File: config.mk
export PLATFORM = sky130hd
export DESIGN_NAME = frame_scheduler_flat
export DESIGN_NICKNAME = d
export VERILOG_FILES = /design/src/rtl/frame_sched_pkg.sv /design/src/rtl/frame_scheduler_if.sv /design/src/rtl/frame_scheduler_tick_timer.sv /design/src/rtl/frame_scheduler.sv /design/src/flat_wrapper.sv
export SDC_FILE = /design/constraint.sdc
export NUM_CORES = 1
export LEC_CHECK = 0
export CAP_MARGIN = 0
export CORE_ASPECT_RATIO = 0.9
export CORE_UTILIZATION = 52
export CTS_CLUSTER_DIAMETER = 30
export DETAILED_ROUTE_END_ITERATION = 8
export HOLD_SLACK_MARGIN = 0.02
export PLACE_DENSITY = 0.95
export SLEW_MARGIN = 10
export SYNTH_ARGS = -nofsm -noshare
export SYNTH_HDL_FRONTEND = slang
export SYNTH_HIERARCHICAL = 1
export SYNTH_SLANG_ARGS = --single-unit
File: constraint.sdc
create_clock -name clk -period 5 [get_ports clk]
set_input_delay 1.25 -clock clk [delete_from_list [all_inputs] [get_ports clk]]
set_output_delay 1.25 -clock clk [all_outputs]
set_load 0.1 [all_outputs]
File: src/rtl/frame_sched_pkg.sv
// Shared types and widths for the frame scheduler slice.
package frame_sched_pkg;

  localparam int unsigned X_W   = 8;
  localparam int unsigned Y_W   = 7;
  localparam int unsigned COL_W = 3;

  // 60 ms at 50 MHz.
  localparam int unsigned TICK_CYCLES_DEFAULT = 3000000;

  typedef enum logic [2:0] {
    StIdle,
    StWait,
    StTick,
    StBird,
    StPipes
  } state_e;

endpackage

File: src/rtl/frame_scheduler_if.sv
// Renderer handshakes plus the single VGA pixel-write port.
// master: the scheduler side; slave: renderers and VGA adapter.
interface frame_scheduler_if;
  import frame_sched_pkg::*;

  logic             bird_gnt;
  logic             bird_valid;
  logic             bird_last;
  logic [X_W-1:0]   bird_x;
  logic [Y_W-1:0]   bird_y;
  logic [COL_W-1:0] bird_colour;

  logic             pipe_gnt;
  logic             pipe_valid;
  logic             pipe_last;
  logic [X_W-1:0]   pipe_x;
  logic [Y_W-1:0]   pipe_y;
  logic [COL_W-1:0] pipe_colour;

  logic [X_W-1:0]   x;
  logic [Y_W-1:0]   y;
  logic [COL_W-1:0] colour;
  logic             plot;

  modport master (
    output bird_gnt, pipe_gnt, x, y, colour, plot,
    input  bird_valid, bird_last, bird_x, bird_y, bird_colour,
    input  pipe_valid, pipe_last, pipe_x, pipe_y, pipe_colour
  );

  modport slave (
    input  bird_gnt, pipe_gnt, x, y, colour, plot,
    output bird_valid, bird_last, bird_x, bird_y, bird_colour,
    output pipe_valid, pipe_last, pipe_x, pipe_y, pipe_colour
  );

endinterface

File: src/rtl/frame_scheduler_tick_timer.sv
// Game-tick period counter. expire is registered, so it is high in the cycle
// after cnt is seen at zero; the counter reloads on that same edge.
module tick_timer #(
  parameter int unsigned TICK_CYCLES = 3000000
) (
  input  logic clk,
  input  logic resetn,
  input  logic run,
  output logic expire
);

  localparam int unsigned CntW = (TICK_CYCLES > 1) ? $clog2(TICK_CYCLES) : 1;
  localparam logic [CntW-1:0] Reload = CntW'(TICK_CYCLES - 1);

  logic [CntW-1:0] cnt_q, cnt_d;
  logic            expire_q, expire_d;

  // Count down while running; run=0 parks the counter at its reload value.
  always_comb begin
    cnt_d    = cnt_q;
    expire_d = 1'b0;
    if (!run) begin
      cnt_d = Reload;
    end else if (cnt_q == '0) begin
      cnt_d    = Reload;
      expire_d = 1'b1;
    end else begin
      cnt_d = cnt_q - 1'b1;
    end
  end

  // Counter and expire pulse registers.
  always_ff @(posedge clk) begin
    if (!resetn) begin
      cnt_q    <= Reload;
      expire_q <= 1'b0;
    end else begin
      cnt_q    <= cnt_d;
      expire_q <= expire_d;
    end
  end

  assign expire = expire_q;

endmodule

File: src/rtl/frame_scheduler.sv
// Frame sequencer: tick, then bird pass, then pipe pass, on one pixel port.
// Late ticks are remembered in pending and counted in overrun.
module frame_scheduler import frame_sched_pkg::*; #(
  parameter int unsigned TICK_CYCLES = TICK_CYCLES_DEFAULT,
  parameter int unsigned OVR_W       = 8
) (
  input  logic               clk,
  input  logic               resetn,
  input  logic               run,
  output logic               tick,
  frame_scheduler_if.master  bus,
  output logic [15:0]        frame_count,
  output logic [OVR_W-1:0]   overrun
);

  state_e           state_q, state_d;
  logic             pending_q, pending_d;
  logic [15:0]      frame_count_q, frame_count_d;
  logic [OVR_W-1:0] overrun_q, overrun_d;
  logic             ovr_inc;
  logic             expire;
  logic             bird_beat, pipe_beat;

  logic             plot_q, plot_d;
  logic [X_W-1:0]   x_q, x_d;
  logic [Y_W-1:0]   y_q, y_d;
  logic [COL_W-1:0] colour_q, colour_d;

  tick_timer #(
    .TICK_CYCLES(TICK_CYCLES)
  ) u_tick_timer (
    .clk   (clk),
    .resetn(resetn),
    .run   (run),
    .expire(expire)
  );

  assign tick         = (state_q == StTick);
  assign bus.bird_gnt = (state_q == StBird);
  assign bus.pipe_gnt = (state_q == StPipes);

  // Only a granted requester's valid counts as a beat.
  assign bird_beat = bus.bird_gnt & bus.bird_valid;
  assign pipe_beat = bus.pipe_gnt & bus.pipe_valid;

  // Next state, pending flag and frame/overrun counters.
  always_comb begin
    state_d       = state_q;
    pending_d     = pending_q;
    frame_count_d = frame_count_q;
    overrun_d     = overrun_q;
    ovr_inc       = 1'b0;
    unique case (state_q)
      StIdle: begin
        if (run) state_d = StWait;
      end
      StWait: begin
        // A coincident expire and pending is one late tick, not two ticks.
        if (pending_q || expire) begin
          state_d = StTick;
          ovr_inc = pending_q & expire;
        end
      end
      StTick: begin
        pending_d = expire;
        state_d   = StBird;
      end
      StBird: begin
        if (expire) begin
          pending_d = 1'b1;
          ovr_inc   = pending_q;
        end
        if (bird_beat && bus.bird_last) state_d = StPipes;
      end
      StPipes: begin
        if (expire) begin
          pending_d = 1'b1;
          ovr_inc   = pending_q;
        end
        if (pipe_beat && bus.pipe_last) begin
          state_d       = StWait;
          frame_count_d = frame_count_q + 16'd1;
        end
      end
      default: state_d = StIdle;
    endcase
    if (ovr_inc && (overrun_q != '1)) overrun_d = overrun_q + 1'b1;
    // Dropping run abandons the frame without counting it.
    if (!run) begin
      state_d       = StIdle;
      pending_d     = 1'b0;
      frame_count_d = frame_count_q;
      overrun_d     = overrun_q;
    end
  end

  // Pixel port: load from whichever source has a granted valid beat.
  always_comb begin
    plot_d   = bird_beat | pipe_beat;
    x_d      = x_q;
    y_d      = y_q;
    colour_d = colour_q;
    if (bird_beat) begin
      x_d      = bus.bird_x;
      y_d      = bus.bird_y;
      colour_d = bus.bird_colour;
    end else if (pipe_beat) begin
      x_d      = bus.pipe_x;
      y_d      = bus.pipe_y;
      colour_d = bus.pipe_colour;
    end
  end

  // State and output registers.
  always_ff @(posedge clk) begin
    if (!resetn) begin
      state_q       <= StIdle;
      pending_q     <= 1'b0;
      frame_count_q <= '0;
      overrun_q     <= '0;
      plot_q        <= 1'b0;
      x_q           <= '0;
      y_q           <= '0;
      colour_q      <= '0;
    end else begin
      state_q       <= state_d;
      pending_q     <= pending_d;
      frame_count_q <= frame_count_d;
      overrun_q     <= overrun_d;
      plot_q        <= plot_d;
      x_q           <= x_d;
      y_q           <= y_d;
      colour_q      <= colour_d;
    end
  end

  assign bus.plot   = plot_q;
  assign bus.x      = x_q;
  assign bus.y      = y_q;
  assign bus.colour = colour_q;
  assign frame_count = frame_count_q;
  assign overrun     = overrun_q;

endmodule

File: src/flat_wrapper.sv
// flat-port wrapper written by rule: the top's interface ports become plain ports
module frame_scheduler_flat import frame_sched_pkg::*;
#(
  parameter int unsigned TICK_CYCLES = TICK_CYCLES_DEFAULT,
  parameter int unsigned OVR_W       = 8
)
  (clk, resetn, run, tick, frame_count, overrun, bus_bird_gnt, bus_pipe_gnt, bus_x, bus_y, bus_colour, bus_plot, bus_bird_valid, bus_bird_last, bus_bird_x, bus_bird_y, bus_bird_colour, bus_pipe_valid, bus_pipe_last, bus_pipe_x, bus_pipe_y, bus_pipe_colour);
  frame_scheduler_if bus_i ();
  input  logic clk;
  input  logic resetn;
  input  logic run;
  output logic tick;
  output logic [15:0] frame_count;
  output logic [OVR_W-1:0] overrun;
  output wire logic [$bits(bus_i.bird_gnt)-1:0] bus_bird_gnt;
  output wire logic [$bits(bus_i.pipe_gnt)-1:0] bus_pipe_gnt;
  output wire logic [$bits(bus_i.x)-1:0] bus_x;
  output wire logic [$bits(bus_i.y)-1:0] bus_y;
  output wire logic [$bits(bus_i.colour)-1:0] bus_colour;
  output wire logic [$bits(bus_i.plot)-1:0] bus_plot;
  input wire logic [$bits(bus_i.bird_valid)-1:0] bus_bird_valid;
  input wire logic [$bits(bus_i.bird_last)-1:0] bus_bird_last;
  input wire logic [$bits(bus_i.bird_x)-1:0] bus_bird_x;
  input wire logic [$bits(bus_i.bird_y)-1:0] bus_bird_y;
  input wire logic [$bits(bus_i.bird_colour)-1:0] bus_bird_colour;
  input wire logic [$bits(bus_i.pipe_valid)-1:0] bus_pipe_valid;
  input wire logic [$bits(bus_i.pipe_last)-1:0] bus_pipe_last;
  input wire logic [$bits(bus_i.pipe_x)-1:0] bus_pipe_x;
  input wire logic [$bits(bus_i.pipe_y)-1:0] bus_pipe_y;
  input wire logic [$bits(bus_i.pipe_colour)-1:0] bus_pipe_colour;
  assign bus_bird_gnt = bus_i.bird_gnt;
  assign bus_pipe_gnt = bus_i.pipe_gnt;
  assign bus_x = bus_i.x;
  assign bus_y = bus_i.y;
  assign bus_colour = bus_i.colour;
  assign bus_plot = bus_i.plot;
  assign bus_i.bird_valid = bus_bird_valid;
  assign bus_i.bird_last = bus_bird_last;
  assign bus_i.bird_x = bus_bird_x;
  assign bus_i.bird_y = bus_bird_y;
  assign bus_i.bird_colour = bus_bird_colour;
  assign bus_i.pipe_valid = bus_pipe_valid;
  assign bus_i.pipe_last = bus_pipe_last;
  assign bus_i.pipe_x = bus_pipe_x;
  assign bus_i.pipe_y = bus_pipe_y;
  assign bus_i.pipe_colour = bus_pipe_colour;
  frame_scheduler #(.TICK_CYCLES(TICK_CYCLES), .OVR_W(OVR_W)) u_core (.clk(clk), .resetn(resetn), .run(run), .tick(tick), .bus(bus_i), .frame_count(frame_count), .overrun(overrun));
endmodule
== After elaboration in Yosys (flattened, before gate mapping) ==
Cells that the tools add are included.

* Reduce and logical (&&, ||, !) cells: 15
* Mux-type cells: 16
* Eq/ne operators: 9
* $add $sub $neg: 3
* Bitwise gates (word level): 6

{| class="wikitable"
|+ Operators by type and width
! operator !! count
|-
| $logic_not 22->1 || 1
|-
| $sub 22x1->22 const B || 1
|-
| $add 16x1->16 const B || 1
|-
| $mux 8 || 2
|-
| $mux 3 || 5
|-
| $pmux 3 s5 || 1
|-
| $mux 7 || 2
|-
| $add 8x1->8 const B || 1
|-
| $ne 8x8->1 const B || 1
|-
| $eq 3x2->1 const B || 2
|-
| $reduce_and 2->1 || 3
|-
| $reduce_and 3->1 || 2
|-
| $mux 1 || 4
|-
| $ne 2x1->1 const B || 2
|-
| $ne 2x2->1 const B || 2
|-
| $pmux 1 s2 || 2
|-
| $reduce_bool 2->1 || 2
|-
| $and 1x1->1 || 3
|-
| $eq 3x1->1 const B || 1
|-
| $eq 3x3->1 const B || 1
|-
| $logic_and 1x1->1 || 3
|-
| $logic_not 3->1 || 1
|-
| $reduce_or 3->1 || 1
|-
| $not 1->1 || 2
|-
| 3 further kinds || 3
|}

* Output and inout port bits: 46
* Word-level logic and storage cells: 59
* Input port bits: 43
* Register bits: 70

== Logic depth before layout (Yosys ltp) ==
Gate-level depths: netlist (run 1).

* Word-level depth: 5
* Depth in mapped cells: 7
* Mapped depth without buffers: 6

== Hierarchy ==
The synthesis (run 1) kept the hierarchy.

{| class="wikitable"
|+ By module, submodules not included
! module !! seq. area each (um^2) !! cells an instance !! area an instance (um^2) !! times used
|-
| frame_scheduler || 940.9 || 253 || 2200.9 || 1
|-
| tick_timer || 460.4 || 114 || 1039.7 || 1
|}

== Worst setup path before layout (run 1) ==
OpenSTA, ideal clock, no wires.

* Kind: reg2out
* From: register u_core.state_q[1]
* To: output port tick
* Arrival time: 2.877 ns
* Stages on the path, launching flop included: 3
* Path slack: 0.873 ns
* Buffers on the path: 1
* Required time: 3.750 ns
* Cells stage by stage: dfxtp_1 clkbuf_1 nor3b_1

* Longest elaborated chain between the ends: 1

{| class="wikitable"
|+ RTL lines
! what !! line !! source
|-
| start: declaration || frame_scheduler.sv:16 || <nowiki>state_e state_q, state_d;</nowiki>
|-
| start signal: assignment || frame_scheduler.sv:117 || <nowiki>state_q <= StIdle;</nowiki>
|-
| start signal: assignment || frame_scheduler.sv:126 || <nowiki>state_q <= state_d;</nowiki>
|-
| $eq 3x2->1 || frame_scheduler.sv:38 || <nowiki>assign tick = (state_q == StTick);</nowiki>
|-
| end: declaration || flat_wrapper.sv:12 || <nowiki>output logic tick;</nowiki>
|}

No other way between the ends.

== Worst setup path after layout (run 1) ==
* From: register u_core.state_q[0]
* To: output port bus_bird_gnt

* Longest elaborated chain between the ends: 1

{| class="wikitable"
|+ RTL lines
! what !! line !! source
|-
| $eq 3x2->1 || frame_scheduler.sv:39 || <nowiki>assign bus.bird_gnt = (state_q == StBird);</nowiki>
|-
| end: declaration || flat_wrapper.sv:15 || <nowiki>output wire logic [$bits(bus_i.bird_gnt)-1:0] bus_bird_gnt;</nowiki>
|}

No other way between the ends.

==> results.yml, run 1 <==
yosys:
  synth_edf_count: 0
  synth_top_flop_cell: "dfxtp_1"
  synth_fp_nets: 413
  post_synth.cell_area_avg_sq_um: 8.830
  async_reset_ff_frac: 0
  yosysSeqAreaShare: 0.4324
  syn_inst: 367
  ys_types: 50
  ys_ff_latch: 70
  ys.warnings.count: 6
  syn-cell-area_sq_um: 3241
pwr:
  swShare: 0.2190
  p_leak_nw: 1.396
  clockPowerShare: 0.432
  internal_power_uw: 882.9
  power_density_nw_per_um2: 259.8
  pwr-share-seq: 0.499
  vdd_drop_max_v: 0.0001843
  comb_power_share: 0.070
  p_total_mw: 1.131
  power.switching_uw: 247.6
critical_path:
  crit_required_ps: 3750
  crit_type: "register to output pin"
  path_cells: "nor2b_1 -> and2_1 -> clkdlybuf4s50_1"
  cp_max_fo: 9
  critPathMaxStageDelay_ps: 1170
  reg2reg_setup_slack_ps: 2440
  start_kind: "register"
  slowest_stage: "clkdlybuf4s50_1"
  cp.arrival_ps: 2730
  cp-end-kind: "output pin"
route:
  dr.pass1.iters: 5
  dr_total_vias: 3238
  drc: 0
  wire_per_inst_um: 16.84
  drt-total-wl_um: 8793
  vias_per_cell: 6.203
  drtIter0Drc: 215
  ant_nets: 0
finish:
  n_antenna_cell: 0
  seq_area_sq_um: 1401
  fillers: 404
  drive_gt1_frac: 0.05973
  nets: 493
  area_delta_synth_final_pct: 34.29
  multiInputGateArea_sq_um: 1725
  finalInstanceArea_sq_um: 4352
place:
  portBuffers: 88
  post-place-ws_ps: 1436
  place_hpwl_um: 5762
  placed_area_sq_um: 4133
  gp_congestion: 0.8403
sta:
  max_freq_ghz: 0.2512
  tns_ps: 0
  hold_viol_final: 0
  fin_skew_ps: 6.162
  rsz0062_at_grt: "false"
  fin_ws_ps: 1019
  setup_viol: 0
  maxSlewViolCount: 0
  finalCritPeriodShare: 0.7962
  fin_worst_hold_slack_ps: 413.7
  fin_crit_ps: 3981
  maxSlewHeadroom: 0.2984
  tightest_slew_ps: 1050
job:
  drv_cap: 0
run_status:
  outcome: "complete, no violations"
global_routing:
  grt_pass1_wl_um: 14210
  grt_pass1_vias: 3085
  gr-usage-all-layers: 0.2719
  grt_start_max_net_pins: 33
  overflow: 0
  antenna_found_initial: 0
clocking:
  cts_tree: "done"
  cts_num_sinks: 70
  cts_setup_buffers: 0
  cts_buffers: 9
  worstSkewPairLatency_ps: 330
  clock_path_buffers: 2
  cts_resized: 0
  cts-root-buf: "clkbuf_8"
  cts.clk_slew.worst_paths_ps: 70
  hold_buffers: 0
  htreeDepth: 3
floorplan:
  pin_count: 89
  rows: 26
  die_w_um: 85.21
  dieHeight_um: 76.89
  coreArea_sq_um: 5856
  start_util: 0.5534
  die-area_sq_um: 6552
min_path:
  hold_path.class: "register to register"
## stage by stage
step / utilization / cells
after global routing: 0.7432 / 522
after CTS: 0.7432 / 522
after global placement: 0.7058 / 506
after floorplan: - / 367
after detailed placement: 0.7058 / 506
final: 0.7432 / 522
## area by class of cell
type	instances	share of cell area
flip-flops and latches	70	0.3220
multi-input cells	269	0.3965
inverters	8	0.006901
clock inverters	3	0.009201
clock buffers	13	0.04112
well taps	70	0.02013
repair buffers	89	0.2041
## metal layers
metal  wire length, um  up-vias  global-route usage
met2              4356      175              0.4540
met3               596       34             0.05274
met5                 0        -                   0
met1              3497     1514              0.3203
met4               342        0              0.1678
li1                  -     1515                   -
## power groups by stage
stage                     Combinational (mW)  Sequential [mW]  Clock, mW
final                                 0.0788            0.564      0.488
after floorplan                       0.0230            0.586          0
after global routing                  0.0830            0.564      0.523
after detailed placement              0.0768            0.577          0
after CTS                             0.0781            0.564      0.493
after global placement                0.0744            0.576          0
## state kept, by name, indices dropped and copies added (netlist names), 3 cells and up
signal                     flops
u_core/u_tick_timer/cnt_q     22
u_core/frame_count            16
u_core/bus.colour              3
u_core/bus.x                   8
u_core/overrun                 8
u_core/bus.y                   7
u_core/state_q                 3
## worst max-delay path: cells and delay by family (launching register included)
family,cells,cell delay [ps]
DFF,1,520
and+or+nand+nor,2,710
buffers and inverters,1,1170
## kinds of logic (layout without fill, tap and decap cells)
| kind of cell | count (synthesis) | count (layout) | synth area share |
|---|---|---|---|
| flops | 70 | 70 | 0.4324 |
| compound gates | 96 | 96 | 0.1842 |
| fa+ha+maj | 3 | 3 | 0.01158 |
| simple gates | 136 | 136 | 0.2332 |
| buf+inv | 28 | 113 | 0.03977 |
| xor+xnor | 16 | 16 | 0.04324 |
| mux | 18 | 18 | 0.05560 |
## path summary, 6_finish.rpt
check	startpoint	end	depth (start not counted)
min	u_core/u_tick_timer/cnt_q[0]	u_core/u_tick_timer/cnt_q[0]	1
min reg2reg	u_core/u_tick_timer/cnt_q[0]	u_core/u_tick_timer/cnt_q[0]	1
max	u_core/state_q[0]	bus_bird_gnt	3
max reg2reg	u_core/state_q[0]	u_core/bus.x[4]	4
## cells in the final DEF, fill, tap and decap left out, drive strengths merged, types with 8 or more instances in the layout
master         instances
clkdlybuf4s50         88
o31ai                 15
a21oi                 37
or4                   16
dfxtp                 70
mux2i                 18
nand2                 26
xnor2                 12
or3                    9
nand3                 14
o21ai                 26
clkbuf                13
nor4                   8
nor2                  25
## cell usage after synthesis (3+ instances only)
| library cell | number | share of area |
|---|---|---|
| dfxtp_1 | 70 | 0.43 |
| a21oi_1 | 37 | 0.057 |
| nand2_1 | 26 | 0.030 |
| o21ai_0 | 26 | 0.040 |
| nor2_1 | 25 | 0.029 |
| mux2i_1 | 18 | 0.056 |
| nand3_1 | 14 | 0.022 |
| o31ai_1 | 14 | 0.032 |
| or4_1 | 14 | 0.032 |
| xnor2_1 | 12 | 0.032 |
| clkbuf_1 | 11 | 0.013 |
| nor4_1 | 8 | 0.015 |
| or3_1 | 8 | 0.015 |
| inv_1 | 7 | 0.0081 |
| nand4_1 | 7 | 0.014 |
| and3_1 | 6 | 0.012 |
| nor3_1 | 6 | 0.0093 |
| and2_1 | 4 | 0.0077 |
| buf_2 | 4 | 0.0062 |
| xor2_1 | 4 | 0.011 |
| a211oi_1 | 3 | 0.0069 |
| a22oi_1 | 3 | 0.0069 |
| ha_1 | 3 | 0.012 |
| nor2b_1 | 3 | 0.0058 |
| o211ai_1 | 3 | 0.0069 |
No activity file was read; power rests on OpenSTA's default activity.
==> inputs of run 2 (changes only) <==
Settings changed: CORE_UTILIZATION 52 to 43, PLACE_DENSITY 0.95 to 0.87.
Clock period 5 ns to 3.3 ns, I/O delays scaled along.
==> results.yml, run 2 (synthesis results as in run 1) <==
clocking:
  hold_buffers: 0
  cts_buffers: 9
  cts-root-buf: "clkbuf_8"
  cts_num_sinks: 70
  worstSkewPairLatency_ps: 350
  cts.clk_slew.worst_paths_ps: 80
  cts_tree: "done"
  htreeDepth: 3
  clock_path_buffers: 2
  cts_resized: 0
  cts_setup_buffers: 0
global_routing:
  overflow: 0
  grt_pass1_vias: 2964
  grt_start_max_net_pins: 33
  antenna_found_initial: 0
  grt_pass1_wl_um: 13300
  gr-usage-all-layers: 0.2098
route:
  dr.pass1.iters: 5
  dr_total_vias: 3116
  ant_nets: 0
  vias_per_cell: 5.697
  wire_per_inst_um: 14.37
  drtIter0Drc: 236
  drt-total-wl_um: 7862
  drc: 0
finish:
  fillers: 625
  drive_gt1_frac: 0.1652
  final_common_cell: "dfxtp_1"
  mostFrequentLayoutCells: "70 x dfxtp_1, 49 x buf_4, 42 x clkdlybuf4s50_1"
  area_delta_synth_final_pct: 32.09
  finalInstanceArea_sq_um: 4280
  n_antenna_cell: 0
  utilization: 0.5958
  largest_register: "u_core/u_tick_timer/cnt_q"
  nets: 495
  largest_register_ffs: 22
floorplan:
  pin_count: 89
  die-area_sq_um: 7888
  rows: 29
  dieHeight_um: 84.36
  start_util: 0.4511
  die_w_um: 93.51
  coreArea_sq_um: 7184
critical_path:
  cp_max_fo: 10
  cp-end-kind: "output pin"
  crit_type: "register to output pin"
  start_kind: "register"
  crit_required_ps: 2470
  cp.arrival_ps: 1910
min_path:
  hold_path.class: "register to register"
sta:
  tns_ps: 0
  tightest_slew_ps: 716.9
  fin_skew_ps: 7.396
  fin_crit_ps: 2731
  setup_viol: 0
  rsz0062_at_grt: "false"
  max_freq_ghz: 0.3661
  hold_viol_final: 0
  finalCritPeriodShare: 0.8277
  maxSlewViolCount: 0
  maxSlewHeadroom: 0.5221
place:
  placed_area_sq_um: 4066
  gp_congestion: 0.8618
  place_hpwl_um: 5734
  portBuffers: 88
pwr:
  p_leak_nw: 1.494
  vdd_drop_max_v: 0.0002411
  p_total_mw: 1.716
  power_density_nw_per_um2: 401.0
run_status:
  outcome: "complete, no violations"
job:
  drv_cap: 0
[run 2: changes by cell type in the layout (fill, tap and decap cells not counted), sizes merged]
cell           before  now
clkbuf             13   10
clkinv              3    4
buf                 1   49
clkinvlp            0    1
clkdlybuf4s50      88   42
bufinv              1    2
[run 2: layer usage]
metal,global-route usage,wire length (um),vias to the layer above,share of wire
li1,-,-,1525,-
met1,0.2402,3245,1465,0.41
met2,0.3643,3943,112,0.50
met3,0.07790,544,14,0.069
met4,0.06014,128,0,0.016
met5,0,0,-,0
[run 2: power breakdown]
part	switching, mW	total (mW)	internal [mW]
Clock	0.322	0.746	0.424
Sequential	0.00570	0.854	0.849
Combinational	0.0564	0.116	0.0592
Total	0.384	1.72	1.33
[run 2: final timing paths]
kind	from	end	slack, ps	depth (start not counted)
hold / removal	u_core/u_tick_timer/cnt_q[0]	u_core/u_tick_timer/cnt_q[0]	410	1
setup / recovery	u_core/state_q[2]	bus_pipe_gnt	570	3
setup reg to reg	u_core/u_tick_timer/cnt_q[0]	u_core/u_tick_timer/cnt_q[18]	880	6
hold reg to reg	u_core/u_tick_timer/cnt_q[0]	u_core/u_tick_timer/cnt_q[0]	410	1
[run 2: area by class of cell]
cell class | instances | area [sq um] | area share
flip-flops and latches | 70 | 1401 | 0.3274
repair buffers | 91 | 788.3 | 0.1842
multi-input cells | 269 | 1730 | 0.4043
clock buffers | 10 | 127.6 | 0.02982
inverters | 8 | 30.03 | 0.007015
well taps | 93 | 116.4 | 0.02719
clock inverters | 6 | 86.33 | 0.02017
[run 2: per-stage QoR]
step / setup WS [ps] / cells / hold WS [ps]
6_report: 568.7 / 547 / 413.1
3_5_place_dp: 478.0 / 531 / 396.0
3_3_place_gp: 551.8 / 531 / 389.3
2_1_floorplan: 627.7 / 367 / 378.9
5_1_grt: 439.6 / 547 / 434.8
4_1_cts: 565.7 / 547 / 414.6
[run 2: critical path, stage by stage (launching register included)]
cell	delay (ps)
dfxtp_1	510
or3b_1	490
clkinv_1	230
buf_4	340
==> inputs of run 3 (changes only) <==
Settings changed: CORE_UTILIZATION 43 to 48, PLACE_DENSITY 0.87 to 0.91.
Clock period 3.3 ns to 2.7 ns, I/O delays scaled along.
==> results.yml, run 3 (synthesis results as in run 1) <==
place:
  portBuffers: 88
  gp_congestion: 0.8531
  place_inst: 535
  place_hpwl_um: 5842
floorplan:
  pin_count: 89
  coreArea_sq_um: 6551
  die_w_um: 88.61
  dieHeight_um: 79.95
  die-area_sq_um: 7084
  rows: 28
  start_util: 0.4947
finish:
  nets: 502
  fin_cells: 549
  drive_gt1_frac: 0.1721
  area_delta_synth_final_pct: 33.32
  largest_register_ffs: 22
  largest_register: "u_core/u_tick_timer/cnt_q"
  mostFrequentLayoutCells: "70 x dfxtp_1, 52 x buf_4, 42 x clkdlybuf4s50_1"
  final_common_cell: "dfxtp_1"
  n_antenna_cell: 0
global_routing:
  grt_start_max_net_pins: 33
  grt_pass1_wl_um: 13180
  antenna_found_initial: 0
  overflow: 0
  grt_pass1_vias: 3008
  gr-usage-all-layers: 0.2389
clocking:
  cts_resized: 0
  cts_setup_buffers: 0
  worstSkewPairLatency_ps: 350
  cts_num_sinks: 70
  cts_tree: "done"
  hold_buffers: 0
  htreeDepth: 3
  cts.clk_slew.worst_paths_ps: 70
  cts-root-buf: "clkbuf_8"
  cts_buffers: 9
  clock_path_buffers: 2
sta:
  setup_viol: 0
  hold_viol_final: 0
  fin_skew_ps: 5.779
  tns_ps: 0
  fin_crit_ps: 2505
  rsz0062_at_grt: "false"
  finalCritPeriodShare: 0.9280
  tightest_slew_ps: 738.9
  maxSlewHeadroom: 0.5074
  maxSlewViolCount: 0
  max_freq_ghz: 0.3991
pwr:
  vdd_drop_max_v: 0.0002168
  pwr-share-seq: 0.548
  p_leak_nw: 1.516
  power.switching_uw: 441.9
  swShare: 0.2320
  clockPowerShare: 0.373
  internal_power_mw: 1.463
  comb_power_share: 0.080
  power_density_nw_per_um2: 440.9
route:
  wire_per_inst_um: 14.63
  dr_total_vias: 3141
  vias_per_cell: 5.721
  drtIter0Drc: 189
  drc: 0
  ant_nets: 0
  dr.pass1.iters: 4
  drt-total-wl_um: 8034
critical_path:
  slowest_stage: "or3b_1"
  critPathMaxStageDelay_ps: 500
  crit-reg2reg-launch: "u_core/state_q[2]"
  path_delay_family: "simple AND/OR/NAND/NOR gates"
  crit_start: "u_core/state_q[2]"
  start_kind: "register"
  cp-end-kind: "output pin"
  cp.arrival_ps: 1830
  crit_required_ps: 2030
  path_cells: "or3b_1 -> clkinv_1 -> buf_12"
  path_buf_inv: 2
  cp_max_fo: 10
  crit_type: "register to output pin"
min_path:
  hold_path.class: "register to register"
  worstHoldStart: "u_core/u_tick_timer/cnt_q[0]"
run_status:
  outcome: "complete, no violations"
job:
  drv_cap: 0
run 3: cell types whose count changed in the layout (fill, tap and decap cells not counted):
| cell | delta |
|---|---|
| buf_4 | +3 |
| clkbuf_1 | +1 |
| bufinv_16 | -2 |
| clkbuf_8 | +1 |
| buf_12 | +4 |
| clkinv_4 | -1 |
| clkinvlp_4 | -1 |
run 3: cell type report:
cell class | count | area [sq um]
clock inverter | 2 | 10.01
inverter | 8 | 30.03
sequential | 70 | 1401
timing repair buffer | 98 | 890.9
multi-input combinational | 269 | 1730
clock buffer | 12 | 145.1
tap | 90 | 112.6
fill | 546 | 2231
run 3: power groups by stage:
| stage | Combinational, mW | Sequential, mW | Clock [mW] |
|---|---|---|---|
| after floorplan | 0.0428 | 1.08 | 0 |
| after global placement | 0.148 | 1.07 | 0 |
| after detailed placement | 0.151 | 1.07 | 0 |
| after CTS | 0.152 | 1.04 | 0.721 |
| after global routing | 0.162 | 1.04 | 0.760 |
| final | 0.152 | 1.04 | 0.710 |
run 3: final timing paths:
| kind | slack (ps) | to | cells past startpoint |
|---|---|---|---|
| max | 190 | bus_pipe_gnt | 3 |
| min | 420 | u_core/u_tick_timer/cnt_q[0] | 1 |
| max reg2reg | 470 | u_core/frame_count[10] | 5 |
| min reg2reg | 420 | u_core/u_tick_timer/cnt_q[0] | 1 |
run 3: metrics by stage:
step / util / power (mW) / area [sq um] / setup WS, ps / hold slack [ps]
3_5_place_dp: 0.6358 / 1.218 / 4165 / 224.4 / 398.1
6_report: 0.6595 / 1.905 / 4320 / 194.5 / 417.2
4_1_cts: 0.6595 / 1.916 / 4320 / 190.6 / 414.7
2_1_floorplan: - / 1.127 / 3246 / 156.5 / 378.9
3_3_place_gp: 0.6358 / 1.214 / 4165 / 234.6 / 388.6
5_1_grt: 0.6595 / 1.965 / 4320 / 86.25 / 443.2
run 3: per-layer routing:
layer  wire length, um  track usage  vias to the layer above
li1                  -            -                     1535
met2              4022       0.4192                      110
met3               537      0.05481                       15
met4               136       0.1161                        0
met1              3337       0.2700                     1481
met5                 0            0                        -
==> patch, RTL diff (config.mk and constraints of run 1) <==
Register the output `frame_count` once more, without a reset; this adds one clock of latency there. The other outputs are not delayed to match.
--- a/src/rtl/frame_scheduler.sv
+++ b/src/rtl/frame_scheduler.sv
@@ -138,7 +138,9 @@
   assign bus.x      = x_q;
   assign bus.y      = y_q;
   assign bus.colour = colour_q;
-  assign frame_count = frame_count_q;
+  always_ff @(posedge clk) begin
+    frame_count <= frame_count_q;
+  end
   assign overrun     = overrun_q;
 
 endmodule
Behaviour: same outputs for any inputs over 10 cycles, from zero or initial values and one cycle with resetn low; that may be too few to reach the edited logic, so the function may still have changed.
==> patch against run 1 <==
The run now ends with design-rule violations left. Routed wire length shrank 11%. Sequential share of layout area rose by 4.9 points. First-iteration DRC count down 45%. Area after synthesis rose by 8.7%. Count of clock-buffer cells in the layout is 3 lower. Clock power grew 7.2%. Final area is 6.6% higher. Worst setup slack improved by 0.10 ns. Power grew 13%. Sequential cell count is 16 higher. Critical path type unchanged. Highest routed layer unchanged.
==> patch: results (changes against run 1) <==
[routing]
via_per_inst = 5.60  ; -9.7%
drcViolationCount = 1  ; +1
drtIter0Drc = 119  ; -45%
vias = 3103  ; -4.2%
post_drt_wl_per_cell_um = 14.1  ; -16%

[timing]
relSlewSlack_pct = 27.8  ; -2.0 points

[synthesis]
syn_inst = 379  ; +3.3%
synth.area.top_cells = dfxtp_1 49%, mux2i_1 6.3%, a21oi_1 5.3%, o21ai_0 4.4%, nand2_1 3.0%
syn_nets = 425  ; +2.9%
yosys.cell_types.count = 47  ; -6.0%
yosysSeqAreaShare_pct = 48.9  ; +5.6 points
ys_top_cells_by_count = 86 x dfxtp_1, 37 x a21oi_1, 31 x o21ai_0, 28 x nand2_1, 22 x mux2i_1

[outcome]
status = finished with violations
violations = design-rule violations

[clock_network]
clock_latency_ns = 0.35  ; +0.02 ns

[setup_path]
worstPathArrival_ns = 2.63  ; -0.10 ns
path_max_fanout = 10  ; +1

[global_routing]
grt_pass1_wl_um = 12900  ; -9.4%
grt_max_degree = 38  ; +15%
grt_pass1_vias = 2940  ; -4.7%

[power_and_ir_drop]
p_leak_nw = 1.48  ; +6.2%
vdd_drop_max_mv = 0.206  ; +12%
p_int_w = 0.00100  ; +14%

[layout]
layout-drive-gt1-share_pct = 4.53  ; -1.4 points
layout.nets = 505  ; +2.4%

[placement]
dp_hpwl_um = 5590  ; -2.9%
gp_congestion = 0.845  ; +0.58%

[patch: changes by cell type in the layout (fill, tap and decap cells not counted), sizes merged, moves of 3 or more]
| cell | delta |
|---|---|
| o21ai | +5 |
| nor2 | -6 |
| a22oi | -3 |
| nand2b | +3 |
| dfxtp | +16 |
| nor2b | -3 |
| and3 | -4 |
| or3 | +3 |
| mux2i | +4 |
| a31oi | +4 |
| or4 | -5 |
| o31ai | -8 |
| clkbuf | -3 |
[patch: critical path, stage by stage, from the launching register on]
cell,delay (ns)
dfxtp_1,0.41
or3b_1,0.51
clkinv_1,0.20
clkdlybuf4s50_1,1.16
[patch: power groups by stage]
| stage | clock network [W] | logic [W] | registers, W |
|---|---|---|---|
| global placement | 0 | 0.0000687 | 0.000705 |
| detailed placement | 0 | 0.0000705 | 0.000705 |
| finish | 0.000523 | 0.0000707 | 0.000689 |
| floorplan | 0 | 0.0000213 | 0.000712 |
| global route | 0.000560 | 0.0000762 | 0.000690 |
| CTS | 0.000532 | 0.0000709 | 0.000689 |
[patch: final timing paths]
kind | startpoint | endpoint | slack [ns] | cells after the start
min | u_core/frame_count_q[15] | u_core/frame_count[15] | 0.38 | 0
max reg2reg | u_core/state_q[2] | u_core/bus.x[4] | 2.44 | 5
min reg2reg | u_core/frame_count_q[15] | u_core/frame_count[15] | 0.38 | 0
max | u_core/state_q[2] | bus_pipe_gnt | 1.12 | 3
[patch: per-stage QoR]
| step | util, % | power [W] | hold WS (ns) | instance area [um^2] |
|---|---|---|---|---|
| CTS | 70.8 | 0.00129 | 0.382 | 4640 |
| global route | 70.8 | 0.00133 | 0.397 | 4640 |
| floorplan | - | 0.000733 | 0.346 | 3520 |
| detailed placement | 67.6 | 0.000776 | 0.370 | 4430 |
| global placement | 67.6 | 0.000774 | 0.361 | 4430 |
| finish | 70.8 | 0.00128 | 0.380 | 4640 |
[patch: per-layer routing]
metal	track usage, %	wire length (um)	part of all wire [%]
met5	0	0	0
met4	14.0	195	2.5
met3	5.76	501	6.4
met2	39.5	3930	50
met1	27.5	3210	41
[patch: kinds of logic after synthesis]
| group | after synthesis | synth area share [%] |
|---|---|---|
| AOI/OAI and AO/OA | 95 | 16.1 |
| buffers and inverters | 29 | 3.73 |
| and+or+nand+nor | 128 | 20.1 |
| DFF | 86 | 48.9 |
| adders and majority gates | 3 | 1.07 |
| muxes | 22 | 6.25 |
| xor gates and xnor gates | 16 | 3.98 |
[patch: final cells by class]
| type | count | area, um^2 | share of cell area, % |
|---|---|---|---|
| flip-flops and latches | 86 | 1720 | 37.1 |
| multi-input cells | 264 | 1670 | 36.0 |
| repair buffers | 89 | 888 | 19.1 |
| clock buffers | 10 | 128 | 2.75 |
| well taps | 90 | 113 | 2.43 |
| clock inverters | 6 | 86.3 | 1.86 |
| inverters | 9 | 33.8 | 0.728 |
